`src/rtl/mips_multicycle_control_pkg.sv`:
```
// mips_ctrl_defs: shared opcode/funct constants, FSM state encodings
// and datapath mux codes for the multi-cycle MIPS control unit.
package mips_ctrl_defs;

    localparam logic [5:0] OP_RTYPE = 6'b000000;
    localparam logic [5:0] OP_LW    = 6'b100011;
    localparam logic [5:0] OP_SW    = 6'b101011;
    localparam logic [5:0] OP_BEQ   = 6'b000100;
    localparam logic [5:0] OP_BNE   = 6'b000101;
    localparam logic [5:0] OP_ADDI  = 6'b001000;
    localparam logic [5:0] OP_J     = 6'b000010;
    localparam logic [5:0] OP_JAL   = 6'b000011;

    localparam logic [5:0] FN_JR    = 6'b001000;

    typedef enum logic [3:0] {
        S_FETCH    = 4'd0,
        S_DECODE   = 4'd1,
        S_EXEC     = 4'd2,
        S_R_WB     = 4'd3,
        S_ADDI_EX  = 4'd4,
        S_I_WB     = 4'd5,
        S_MEM_ADDR = 4'd6,
        S_LW_RD    = 4'd7,
        S_LW_WB    = 4'd8,
        S_SW_WR    = 4'd9,
        S_BRANCH   = 4'd10,
        S_JUMP     = 4'd11,
        S_JAL      = 4'd12,
        S_JR       = 4'd13,
        S_ILLEGAL  = 4'd14,
        S_HALT     = 4'd15
    } state_t;

    localparam logic [2:0] ULA_ADD   = 3'b000;
    localparam logic [2:0] ULA_SUB   = 3'b001;
    localparam logic [2:0] ULA_FUNCT = 3'b010;

    localparam logic [1:0] PCS_ULA    = 2'b00;
    localparam logic [1:0] PCS_ALUOUT = 2'b01;
    localparam logic [1:0] PCS_JUMP   = 2'b10;
    localparam logic [1:0] PCS_REGA   = 2'b11;

    localparam logic [1:0] RD_RT = 2'b00;
    localparam logic [1:0] RD_RD = 2'b01;
    localparam logic [1:0] RD_RA = 2'b10;

    localparam logic [1:0] SRCB_REGB   = 2'b00;
    localparam logic [1:0] SRCB_FOUR   = 2'b01;
    localparam logic [1:0] SRCB_IMM    = 2'b10;
    localparam logic [1:0] SRCB_IMM_SH = 2'b11;

endpackage

```
`src/rtl/mips_multicycle_control_if.sv`:
```
// mips_multicycle_control_if: unified memory port request/ready bundle.
// master (control FSM): drives MemRead, MemWrite, IorD; samples mem_ready.
// slave (memory): samples the request, drives mem_ready on completion.
interface mips_multicycle_control_if;

    logic MemRead;
    logic MemWrite;
    logic IorD;
    logic mem_ready;

    modport master (
        output MemRead,
        output MemWrite,
        output IorD,
        input  mem_ready
    );

    modport slave (
        input  MemRead,
        input  MemWrite,
        input  IorD,
        output mem_ready
    );

endinterface

```
`src/rtl/mips_multicycle_control_decode.sv`:
```
// mips_mc_decode: combinational opcode/funct dispatch for the DECODE state.
// Ports: opcode_i, funct_i in; next_o (state after DECODE), illegal_o out.
module mips_mc_decode
    import mips_ctrl_defs::*;
(
    input  logic [5:0] opcode_i,
    input  logic [5:0] funct_i,
    output state_t     next_o,
    output logic       illegal_o
);

    always_comb begin
        next_o    = S_ILLEGAL;
        illegal_o = 1'b1;
        case (opcode_i)
            OP_RTYPE: begin
                next_o    = (funct_i == FN_JR) ? S_JR : S_EXEC;
                illegal_o = 1'b0;
            end
            OP_LW, OP_SW: begin
                next_o    = S_MEM_ADDR;
                illegal_o = 1'b0;
            end
            OP_BEQ, OP_BNE: begin
                next_o    = S_BRANCH;
                illegal_o = 1'b0;
            end
            OP_ADDI: begin
                next_o    = S_ADDI_EX;
                illegal_o = 1'b0;
            end
            OP_J: begin
                next_o    = S_JUMP;
                illegal_o = 1'b0;
            end
            OP_JAL: begin
                next_o    = S_JAL;
                illegal_o = 1'b0;
            end
            default: begin
                next_o    = S_ILLEGAL;
                illegal_o = 1'b1;
            end
        endcase
    end

endmodule

```
`src/rtl/mips_multicycle_control.sv`:
```
// mips_multicycle_control: multi-cycle MIPS control FSM (3-5 cycles/instr).
// Ports: clock, reset (async, active-low); opcode, funct, zero from datapath;
// mem (master modport: MemRead/MemWrite/IorD request, mem_ready reply);
// datapath mux/enable outputs, instr_done retire pulse, sticky illegal,
// state_dbg. Optional macro MIPS_MC_PERF_COUNT_EN adds cycle_cnt/instr_cnt.
module mips_multicycle_control
    import mips_ctrl_defs::*;
#(
    parameter bit HALT_ON_ILLEGAL = 1'b1,
    parameter int PERF_W          = 32
) (
    input  logic        clock,
    input  logic        reset,
    input  logic [5:0]  opcode,
    input  logic [5:0]  funct,
    input  logic        zero,
    mips_multicycle_control_if.master mem,
    output logic        PCWrite,
    output logic        PCWriteCond,
    output logic        IRWrite,
    output logic        MemtoReg,
    output logic [1:0]  RegDst,
    output logic        isJAL,
    output logic        RegWrite,
    output logic        ALUSrcA,
    output logic [1:0]  ALUSrcB,
    output logic [2:0]  ula_operation,
    output logic [1:0]  PCSource,
    output logic        branch_ne,
    output logic        instr_done,
    output logic        illegal,
    output logic [3:0]  state_dbg
`ifdef MIPS_MC_PERF_COUNT_EN
    ,
    output logic [PERF_W-1:0] cycle_cnt,
    output logic [PERF_W-1:0] instr_cnt
`endif
);

    state_t state_q, state_d;
    state_t dec_next;
    logic   dec_illegal;
    logic   run_q;
    logic   illegal_q;
    logic   mem_read, mem_write, iord;

    // zero is qualified in the datapath through PCWriteCond/branch_ne.
    logic unused_zero;
    assign unused_zero = zero;

    mips_mc_decode u_decode (
        .opcode_i  (opcode),
        .funct_i   (funct),
        .next_o    (dec_next),
        .illegal_o (dec_illegal)
    );

    // run_q holds every output at 0 until the first edge after reset,
    // even though the state register already reads FETCH.
    always_ff @(posedge clock or negedge reset) begin
        if (!reset) begin
            state_q   <= S_FETCH;
            run_q     <= 1'b0;
            illegal_q <= 1'b0;
        end else begin
            state_q <= state_d;
            run_q   <= 1'b1;
            if (state_q == S_ILLEGAL)
                illegal_q <= 1'b1;
        end
    end

    always_comb begin
        state_d       = state_q;
        PCWrite       = 1'b0;
        PCWriteCond   = 1'b0;
        iord          = 1'b0;
        mem_read      = 1'b0;
        mem_write     = 1'b0;
        IRWrite       = 1'b0;
        MemtoReg      = 1'b0;
        RegDst        = RD_RT;
        isJAL         = 1'b0;
        RegWrite      = 1'b0;
        ALUSrcA       = 1'b0;
        ALUSrcB       = SRCB_REGB;
        ula_operation = ULA_ADD;
        PCSource      = PCS_ULA;
        branch_ne     = 1'b0;
        instr_done    = 1'b0;

        if (run_q) begin
            unique case (state_q)
                S_FETCH: begin
                    mem_read = 1'b1;
                    ALUSrcB  = SRCB_FOUR;
                    IRWrite  = mem.mem_ready;
                    PCWrite  = mem.mem_ready;
                    if (mem.mem_ready)
                        state_d = S_DECODE;
                end
                S_DECODE: begin
                    ALUSrcB = SRCB_IMM_SH;
                    state_d = dec_illegal ? S_ILLEGAL : dec_next;
                end
                S_EXEC: begin
                    ALUSrcA       = 1'b1;
                    ula_operation = ULA_FUNCT;
                    state_d       = S_R_WB;
                end
                S_R_WB: begin
                    RegDst     = RD_RD;
                    RegWrite   = 1'b1;
                    instr_done = 1'b1;
                    state_d    = S_FETCH;
                end
                S_ADDI_EX: begin
                    ALUSrcA = 1'b1;
                    ALUSrcB = SRCB_IMM;
                    state_d = S_I_WB;
                end
                S_I_WB: begin
                    RegWrite   = 1'b1;
                    instr_done = 1'b1;
                    state_d    = S_FETCH;
                end
                S_MEM_ADDR: begin
                    ALUSrcA = 1'b1;
                    ALUSrcB = SRCB_IMM;
                    state_d = (opcode == OP_LW) ? S_LW_RD : S_SW_WR;
                end
                S_LW_RD: begin
                    mem_read = 1'b1;
                    iord     = 1'b1;
                    if (mem.mem_ready)
                        state_d = S_LW_WB;
                end
                S_LW_WB: begin
                    MemtoReg   = 1'b1;
                    RegWrite   = 1'b1;
                    instr_done = 1'b1;
                    state_d    = S_FETCH;
                end
                S_SW_WR: begin
                    mem_write = 1'b1;
                    iord      = 1'b1;
                    if (mem.mem_ready) begin
                        instr_done = 1'b1;
                        state_d    = S_FETCH;
                    end
                end
                S_BRANCH: begin
                    ALUSrcA       = 1'b1;
                    ula_operation = ULA_SUB;
                    PCWriteCond   = 1'b1;
                    PCSource      = PCS_ALUOUT;
                    branch_ne     = (opcode == OP_BNE);
                    instr_done    = 1'b1;
                    state_d       = S_FETCH;
                end
                S_JUMP: begin
                    PCWrite    = 1'b1;
                    PCSource   = PCS_JUMP;
                    instr_done = 1'b1;
                    state_d    = S_FETCH;
                end
                S_JAL: begin
                    PCWrite    = 1'b1;
                    PCSource   = PCS_JUMP;
                    RegDst     = RD_RA;
                    isJAL      = 1'b1;
                    RegWrite   = 1'b1;
                    instr_done = 1'b1;
                    state_d    = S_FETCH;
                end
                S_JR: begin
                    PCWrite    = 1'b1;
                    PCSource   = PCS_REGA;
                    instr_done = 1'b1;
                    state_d    = S_FETCH;
                end
                S_ILLEGAL: begin
                    state_d = HALT_ON_ILLEGAL ? S_HALT : S_FETCH;
                end
                S_HALT: begin
                    state_d = S_HALT;
                end
                default: begin
                    state_d = S_FETCH;
                end
            endcase
        end
    end

    assign mem.MemRead  = mem_read;
    assign mem.MemWrite = mem_write;
    assign mem.IorD     = iord;

    // Flag is visible in the ILLEGAL cycle itself, then held by illegal_q.
    assign illegal   = illegal_q | (state_q == S_ILLEGAL);
    assign state_dbg = state_q;

`ifdef MIPS_MC_PERF_COUNT_EN
    logic [PERF_W-1:0] cycle_cnt_q;
    logic [PERF_W-1:0] instr_cnt_q;

    always_ff @(posedge clock or negedge reset) begin
        if (!reset) begin
            cycle_cnt_q <= '0;
            instr_cnt_q <= '0;
        end else begin
            if (state_q != S_HALT)
                cycle_cnt_q <= cycle_cnt_q + 1'b1;
            if (instr_done)
                instr_cnt_q <= instr_cnt_q + 1'b1;
        end
    end

    assign cycle_cnt = cycle_cnt_q;
    assign instr_cnt = instr_cnt_q;
`else
    localparam int unused_perf_w = PERF_W;
`endif

endmodule

```
`src/flat_wrapper.sv`:
```
// flat-port wrapper written by rule: the top's interface ports become plain ports
module mips_multicycle_control_flat import mips_ctrl_defs::*;
#(
    parameter bit HALT_ON_ILLEGAL = 1'b1,
    parameter int PERF_W          = 32
)
  (clock, reset, opcode, funct, zero, PCWrite, PCWriteCond, IRWrite, MemtoReg, RegDst, isJAL, RegWrite, ALUSrcA, ALUSrcB, ula_operation, PCSource, branch_ne, instr_done, illegal, state_dbg, mem_MemRead, mem_MemWrite, mem_IorD, mem_mem_ready);
  mips_multicycle_control_if mem_i ();
  input  logic clock;
  input  logic reset;
  input  logic [5:0] opcode;
  input  logic [5:0] funct;
  input  logic zero;
  output logic PCWrite;
  output logic PCWriteCond;
  output logic IRWrite;
  output logic MemtoReg;
  output logic [1:0] RegDst;
  output logic isJAL;
  output logic RegWrite;
  output logic ALUSrcA;
  output logic [1:0] ALUSrcB;
  output logic [2:0] ula_operation;
  output logic [1:0] PCSource;
  output logic branch_ne;
  output logic instr_done;
  output logic illegal;
  output logic [3:0] state_dbg;
  output wire logic [$bits(mem_i.MemRead)-1:0] mem_MemRead;
  output wire logic [$bits(mem_i.MemWrite)-1:0] mem_MemWrite;
  output wire logic [$bits(mem_i.IorD)-1:0] mem_IorD;
  input wire logic [$bits(mem_i.mem_ready)-1:0] mem_mem_ready;
  assign mem_MemRead = mem_i.MemRead;
  assign mem_MemWrite = mem_i.MemWrite;
  assign mem_IorD = mem_i.IorD;
  assign mem_i.mem_ready = mem_mem_ready;
  mips_multicycle_control #(.HALT_ON_ILLEGAL(HALT_ON_ILLEGAL), .PERF_W(PERF_W)) u_core (.clock(clock), .reset(reset), .opcode(opcode), .funct(funct), .zero(zero), .mem(mem_i), .PCWrite(PCWrite), .PCWriteCond(PCWriteCond), .IRWrite(IRWrite), .MemtoReg(MemtoReg), .RegDst(RegDst), .isJAL(isJAL), .RegWrite(RegWrite), .ALUSrcA(ALUSrcA), .ALUSrcB(ALUSrcB), .ula_operation(ula_operation), .PCSource(PCSource), .branch_ne(branch_ne), .instr_done(instr_done), .illegal(illegal), .state_dbg(state_dbg));
endmodule
```
`config.mk`:
```
export PLATFORM = sky130hd
export DESIGN_NAME = mips_multicycle_control_flat
export DESIGN_NICKNAME = d
export VERILOG_FILES = /design/src/rtl/mips_multicycle_control_pkg.sv /design/src/rtl/mips_multicycle_control_if.sv /design/src/rtl/mips_multicycle_control_decode.sv /design/src/rtl/mips_multicycle_control.sv /design/src/flat_wrapper.sv
export SDC_FILE = /design/constraint.sdc
export NUM_CORES = 1
export LEC_CHECK = 0
export ABC_CLOCK_PERIOD_IN_PS = 2000
export BUFFER_PORTS_ARGS = -buffer_cell sky130_fd_sc_hd__buf_2
export CAP_MARGIN = 20
export CELL_PAD_IN_SITES_DETAIL_PLACEMENT = 1
export CELL_PAD_IN_SITES_GLOBAL_PLACEMENT = 1
export CORE_AREA = 2 2 49 69
export CTS_CLUSTER_DIAMETER = 120
export DETAILED_ROUTE_END_ITERATION = 12
export DIE_AREA = 0 0 51 71
export GPL_TIMING_DRIVEN = 0
export PLACE_DENSITY_LB_ADDON = 0.1
export SLEW_MARGIN = 20
export SYNTH_ARGS = -nofsm -noshare
export SYNTH_HDL_FRONTEND = slang
export SYNTH_SLANG_ARGS = --single-unit
export TNS_END_PERCENT = 5
```
`constraint.sdc`:
```
create_clock -name clock -period 2 [get_ports clock]
set_clock_uncertainty 0.2 [all_clocks]
set_input_delay 0.3 -clock clock [delete_from_list [all_inputs] [get_ports clock]]
set_output_delay 0.3 -clock clock [all_outputs]
set_load 0.1 [all_outputs]
```
### After elaboration in Yosys (flattened, before gate mapping)

Cells that the tools add are included.
W data, S select, Z words.

| storage, ports and cells | value |
|---|---|
| output and inout port bits | 26 |
| word-level logic and storage cells | 86 |
| flip-flop bits (word level) | 6 |

| cells by class | value |
|---|---|
| reduce and logical (&&, ||, !) cells | 15 |
| equal/unequal tests | 26 |
| bitwise operators | 1 |
| mux-type cells | 41 |

Operator list:

| cell | number |
|---|---|
| $pmux W4 S9 | 1 |
| $eq A4 B4 Y1 const B | 8 |
| $mux W4 | 6 |
| $pmux W4 S6 | 1 |
| $mux W1 | 23 |
| $eq A4 B3 Y1 const B | 4 |
| $reduce_or A2 Y1 | 7 |
| $eq A6 B2 Y1 const B | 2 |
| $eq A6 B3 Y1 const B | 2 |
| $eq A6 B4 Y1 const B | 2 |
| $eq A6 B6 Y1 const B | 2 |
| $pmux W2 S3 | 2 |
| $eq A4 B2 Y1 const B | 2 |
| $pmux W2 S2 | 2 |
| $reduce_or A4 Y1 | 2 |
| $reduce_or A8 Y1 | 1 |
| $reduce_or A7 Y1 | 1 |
| $logic_not A6 Y1 | 1 |
| $mux W2 | 3 |
| $ne A2 B2 Y1 const B | 3 |
| $eq A4 B1 Y1 const B | 1 |
| $logic_not A4 Y1 | 1 |
| $pmux W1 S2 | 2 |
| $reduce_and A4 Y1 | 1 |
| other kinds (3) | 3 |

### Logic depth before layout (Yosys ltp)

| depth | value |
|---|---|
| depth after elaboration | 5 |
| depth in mapped cells | 6 |
| depth with buffers taken out | 5 |

### Hierarchy

Synthesis repeated with hierarchy kept, for this count alone.

| unflattened totals | value |
|---|---|
| cells, all modules | 142 |
| area, all modules | 973.4 um^2 |

Modules (own cells, without submodules):

| module | area an instance (um^2) | cells each | times used | seq. area each (um^2) |
|---|---|---|---|---|
| mips_multicycle_control | 793.3 | 112 | 1 | 150.1 |
| mips_mc_decode | 180.2 | 30 | 1 | 0.0 |

### Least setup slack after synthesis

OpenSTA, ideal clock, no wires.

| timing | value |
|---|---|
| path kind | reg-to-output |
| start | reg u_core.state_q[1], in the netlist u_core.state_dbg[1] |
| end | out branch_ne |
| arrival | 4.520 ns |
| slack | -3.020 ns |
| stages on the path, launching flop included | 5 |
| cell sequence | dfrtp_1 -> buf_2 -> nand2b_1 -> nor3_1 -> and3_1 |

| between the ends | value |
|---|---|
| word-level cells in the longest chain between the ends | 3 |

RTL lines:

| what | line | source |
|---|---|---|
| from (decl) | mips_multicycle_control.sv:40 | `state_t state_q, state_d;` |
| from (signal assigned) | mips_multicycle_control.sv:66 | `state_q <= state_d;` |
| $eq A4 B4 Y1 | mips_multicycle_control.sv:93 | `unique case (state_q)` |
| $mux W1 | mips_multicycle_control.sv:93 |  |
| $mux W1 | mips_multicycle_control.sv:92 | `if (run_q) begin` |
| to (decl) | flat_wrapper.sv:25 | `output logic branch_ne;` |

No other way between the ends.

### Worst setup path after layout

| timing | value |
|---|---|
| start | reg u_core.state_q[1], in the netlist u_core.state_dbg[1] |
| end | out RegWrite |

| between the ends | value |
|---|---|
| word-level cells in the longest chain between the ends | 4 |

RTL lines:

| what | line | source |
|---|---|---|
| $eq A4 B2 Y1, or another cell as far along | mips_multicycle_control.sv:93 |  |
| $reduce_or A4 Y1 (no source line) * | - |  |
| $mux W1 * | mips_multicycle_control.sv:93 |  |
| $mux W1 * | mips_multicycle_control.sv:92 |  |
| to (decl) | flat_wrapper.sv:20 | `output logic RegWrite;` |

Every way passes the cells marked *; elsewhere a longest branch is shown, timed or not.

==> summary.md <==
| Metric | Value |
|---|---|
| Cts bufs inserted | `3` |
| Width of the die | `51 um` |
| Main synth FF type | `dfrtp_1` |
| Number of flops mapped to enable cells by yosys | `0` |
| Largest net degree at the start of global routing | `11` |
| Synthesized cell area | `853.3 um^2` |
| Violated checks | `setup timing` |
| Vias | `1160` |
| Initial antenna violation count | `0` |
| YS warnings | `0` |
| Power Density | `1904 nW/um^2` |
| Setup_tns | `-1421 ps` |
| Power, Total | `3320 uW` |
| Req. time, crit path | `1500 ps` |
| Worst skew pair latency | `230 ps` |
| Final Hold Fails | `0` |
| Layout Utilization | `57.51%` |
| Via-per-instance ratio | `5.421` |
| Sw Ratio | `60.82%` |
| Total die area | `3621 um^2` |
| RSZ-0062 raised after global routing | `true` |
| First-pass GRT wire length | `5858 um` |
| Maxcap violations | `0` |
| I/O Pins | `42` |
| Longest Clk Path Bufs | `2` |
| Status | `finished, violations left` |
| Sequential Power Share | `8.4%` |
| DRC | `0` |
| GRT overflow | `0` |
| Static Leak | `0.0006928 uW` |
| Worst Setup Start Kind | `flop` |
| Clock transition at path regs | `30 ps` |
| Final setup fails | `21` |
| CTS tree | `built` |
| Top cell type's share of synthesized area | `17.60%` |
| Yosys reg bits | `6` |
| Top cells by area, synth | `dfrtp_1 (18%), nor2_1 (8.8%), a21oi_1 (5.3%)` |
| Share of cells above drive strength 1 | `59.43%` |
| Hold Crit Class | `in -> reg` |
| Ys async rst share | `100.0%` |
| Detailed Route WL | `4131 um` |
| H-tree levels | `1` |
| Peak supply drop | `1.257 mV` |
| Initial DRT Pass Iterations | `4` |
| GRT Total Usage | `21.73%` |
| Fmax | `446.4 MHz` |
| Routability congestion estimate | `0.7369` |
| Synth-to-Final Area Change | `104.4%` |
| Fin cells | `214` |
| CP max stage delay | `510 ps` |
| Register area share after synthesis | `17.60%` |
| Final Net Count | `193` |
| Port Buffers | `36` |
| WP data arrival | `1740 ps` |
| Crit path max fanout | `6` |
| Comb power frac | `86.1%` |
| Routed len/inst | `19.30 um` |
| Tcrit/Tclk final | `112.0%` |
| Worst setup margin | `-240.1 ps` |
| CTS root buf | `clkbuf_8` |
| Slowest CP cell | `dfrtp_4` |
| Cell accounting for the most synthesized area | `dfrtp_1` |
| Final HPWL DP | `2403 um` |
| Number of cell rows | `24` |
| Syn_area_per_cell | `6.772 um^2` |
| Setup Crit Path Kind | `reg -> out` |
| Placed insts | `201` |
| Int Power | `1301 uW` |
| Fin Hold WS | `146.1 ps` |
| Clk sink count | `6` |
| Syn nets | `142` |
| Initial Utilization | `28.14%` |
| Final Max Slew Viols | `0` |
| Critical path endpoint category | `primary output` |
| Vias in the first global route | `1210` |
| Net Sw Power | `2019 uW` |
| Core area | `3033 um^2` |
| Min cycle time layout | `2240 ps` |
| Worst path cell trace | `nor2b_1 -> o21ai_0 -> nor2_1 -> a21oi_1 -> nor2b_2 -> buf_12` |
| Clock share of power | `5.5%` |
| Die Y | `71 um` |
| Final antenna-violating net count | `0` |
| N_diodes | `0` |
| Library cells used by synthesis | `41` |
| DR iter-0 viols | `16` |
| Cells after synthesis | `126` |
timing repair:
action	4_1_cts	5_1_grt
hold endpoints to repair	6	0
hold buffers	1	0
setup buffers	8	3
resized for setup	91	19
endpoints found under the setup margin	24	24
pin swaps	5	2
worst max-delay path: cells and delay by family (launching register included):
kind / cells / cell delay [ps]
and+or+nand+nor: 3 / 350
DFF: 1 / 510
buffers and inverters: 1 / 170
AOI/OAI and AO/OA: 2 / 480
kinds of logic (layout without fill, tap and decap cells):
family	after synthesis	after routing	share of synthesized area, %
DFF	6	6	17.59
other	2	2	0.8801
AOI/OAI and AO/OA	33	33	26.83
xor gates and xnor gates	1	1	1.027
and+or+nand+nor	66	66	40.03
buffers and inverters	15	64	9.823
muxes	3	3	3.812
synthesized netlist by cell type, types with 2 or more instances:
library cell,count
buf_2,6
and3_1,2
conb_1,2
nor2_1,20
nor4_1,3
nor2b_1,5
o211ai_1,4
nand3_1,5
clkbuf_1,3
o21ai_0,6
a21oi_1,9
nor3_1,5
dfrtp_1,6
buf_4,3
nand2_1,12
a211oi_1,2
o21bai_1,2
and4_1,2
and2_1,2
mux2_2,2
nand2b_1,5
power by group through the flow:
stage                     logic, uW  clock network [uW]  registers [uW]
after detailed placement       2160                   0             239
final                          2860                 184             278
after floorplan                1560                   0             503
after CTS                      2630                 186             277
after global placement         2120                   0             235
after global routing           2960                 198             288
path summary, 6_finish.rpt:
path / from / end / slack [ps] / cells after the start
worst min register to register: u_core.illegal_q$_DFFE_PN0P_ / u_core.illegal_q$_DFFE_PN0P_ / 290 / 1
worst max register to register: u_core.state_dbg[0]$_DFFE_PN0P_ / u_core.state_dbg[0]$_DFFE_PN0P_ / -40 / 6
min in group asynchronous: reset / u_core.state_dbg[0]$_DFFE_PN0P_ / 230 / 2
worst min-delay path: opcode[0] / u_core.state_dbg[0]$_DFFE_PN0P_ / 150 / 2
worst max-delay path: u_core.state_dbg[1]$_DFFE_PN0P_ / RegWrite / -240 / 6
max in group asynchronous: reset / u_core.state_dbg[1]$_DFFE_PN0P_ / 1210 / 2
layout by cell type (no fill, tap or decap), drive strengths merged, types with 3 or more instances in the layout:
master | synthesis | routed
dfrtp | 6 | 6
nor2b | 5 | 5
nand2 | 12 | 12
nor4 | 3 | 3
a21oi | 9 | 9
nor2 | 20 | 20
nand3 | 5 | 5
o211ai | 5 | 5
nand2b | 5 | 5
buf | 10 | 55
o21ai | 6 | 6
nor3 | 5 | 5
clkbuf | 4 | 7
sequential cells by signal, indices dropped and copies added, names as in the netlist:
register,cells
u_core.illegal_q,1
u_core.state_dbg,4
u_core.run_q,1
metal layers:
layer | track usage, % | wire, um | share of wire (%) | up-vias
met4 | 10.51 | 129 | 3.1 | 0
met5 | 0 | 0 | 0 | -
li1 | - | - | - | 545
met1 | 20.71 | 1504 | 36 | 564
met2 | 42.86 | 2378 | 58 | 38
met3 | 3.376 | 118 | 2.9 | 13
per-stage QoR:
step / cell area, um^2 / worst slack (ps)
2_1_floorplan: 999.7 / -765.4
3_3_place_gp: 1229 / -458.5
3_5_place_dp: 1229 / -508.9
4_1_cts: 1642 / -96.62
5_1_grt: 1744 / -291.0
6_report: 1744 / -240.1
final cells by class:
type	count	area (um^2)
tap	39	48.80
inverter	1	3.754
clock buffer	3	41.29
buffer	12	122.6
multi-input combinational	105	814.5
fill	350	1289
sequential	6	162.7
timing repair buffer	48	550.5
Power figures use the tool's default switching activity.
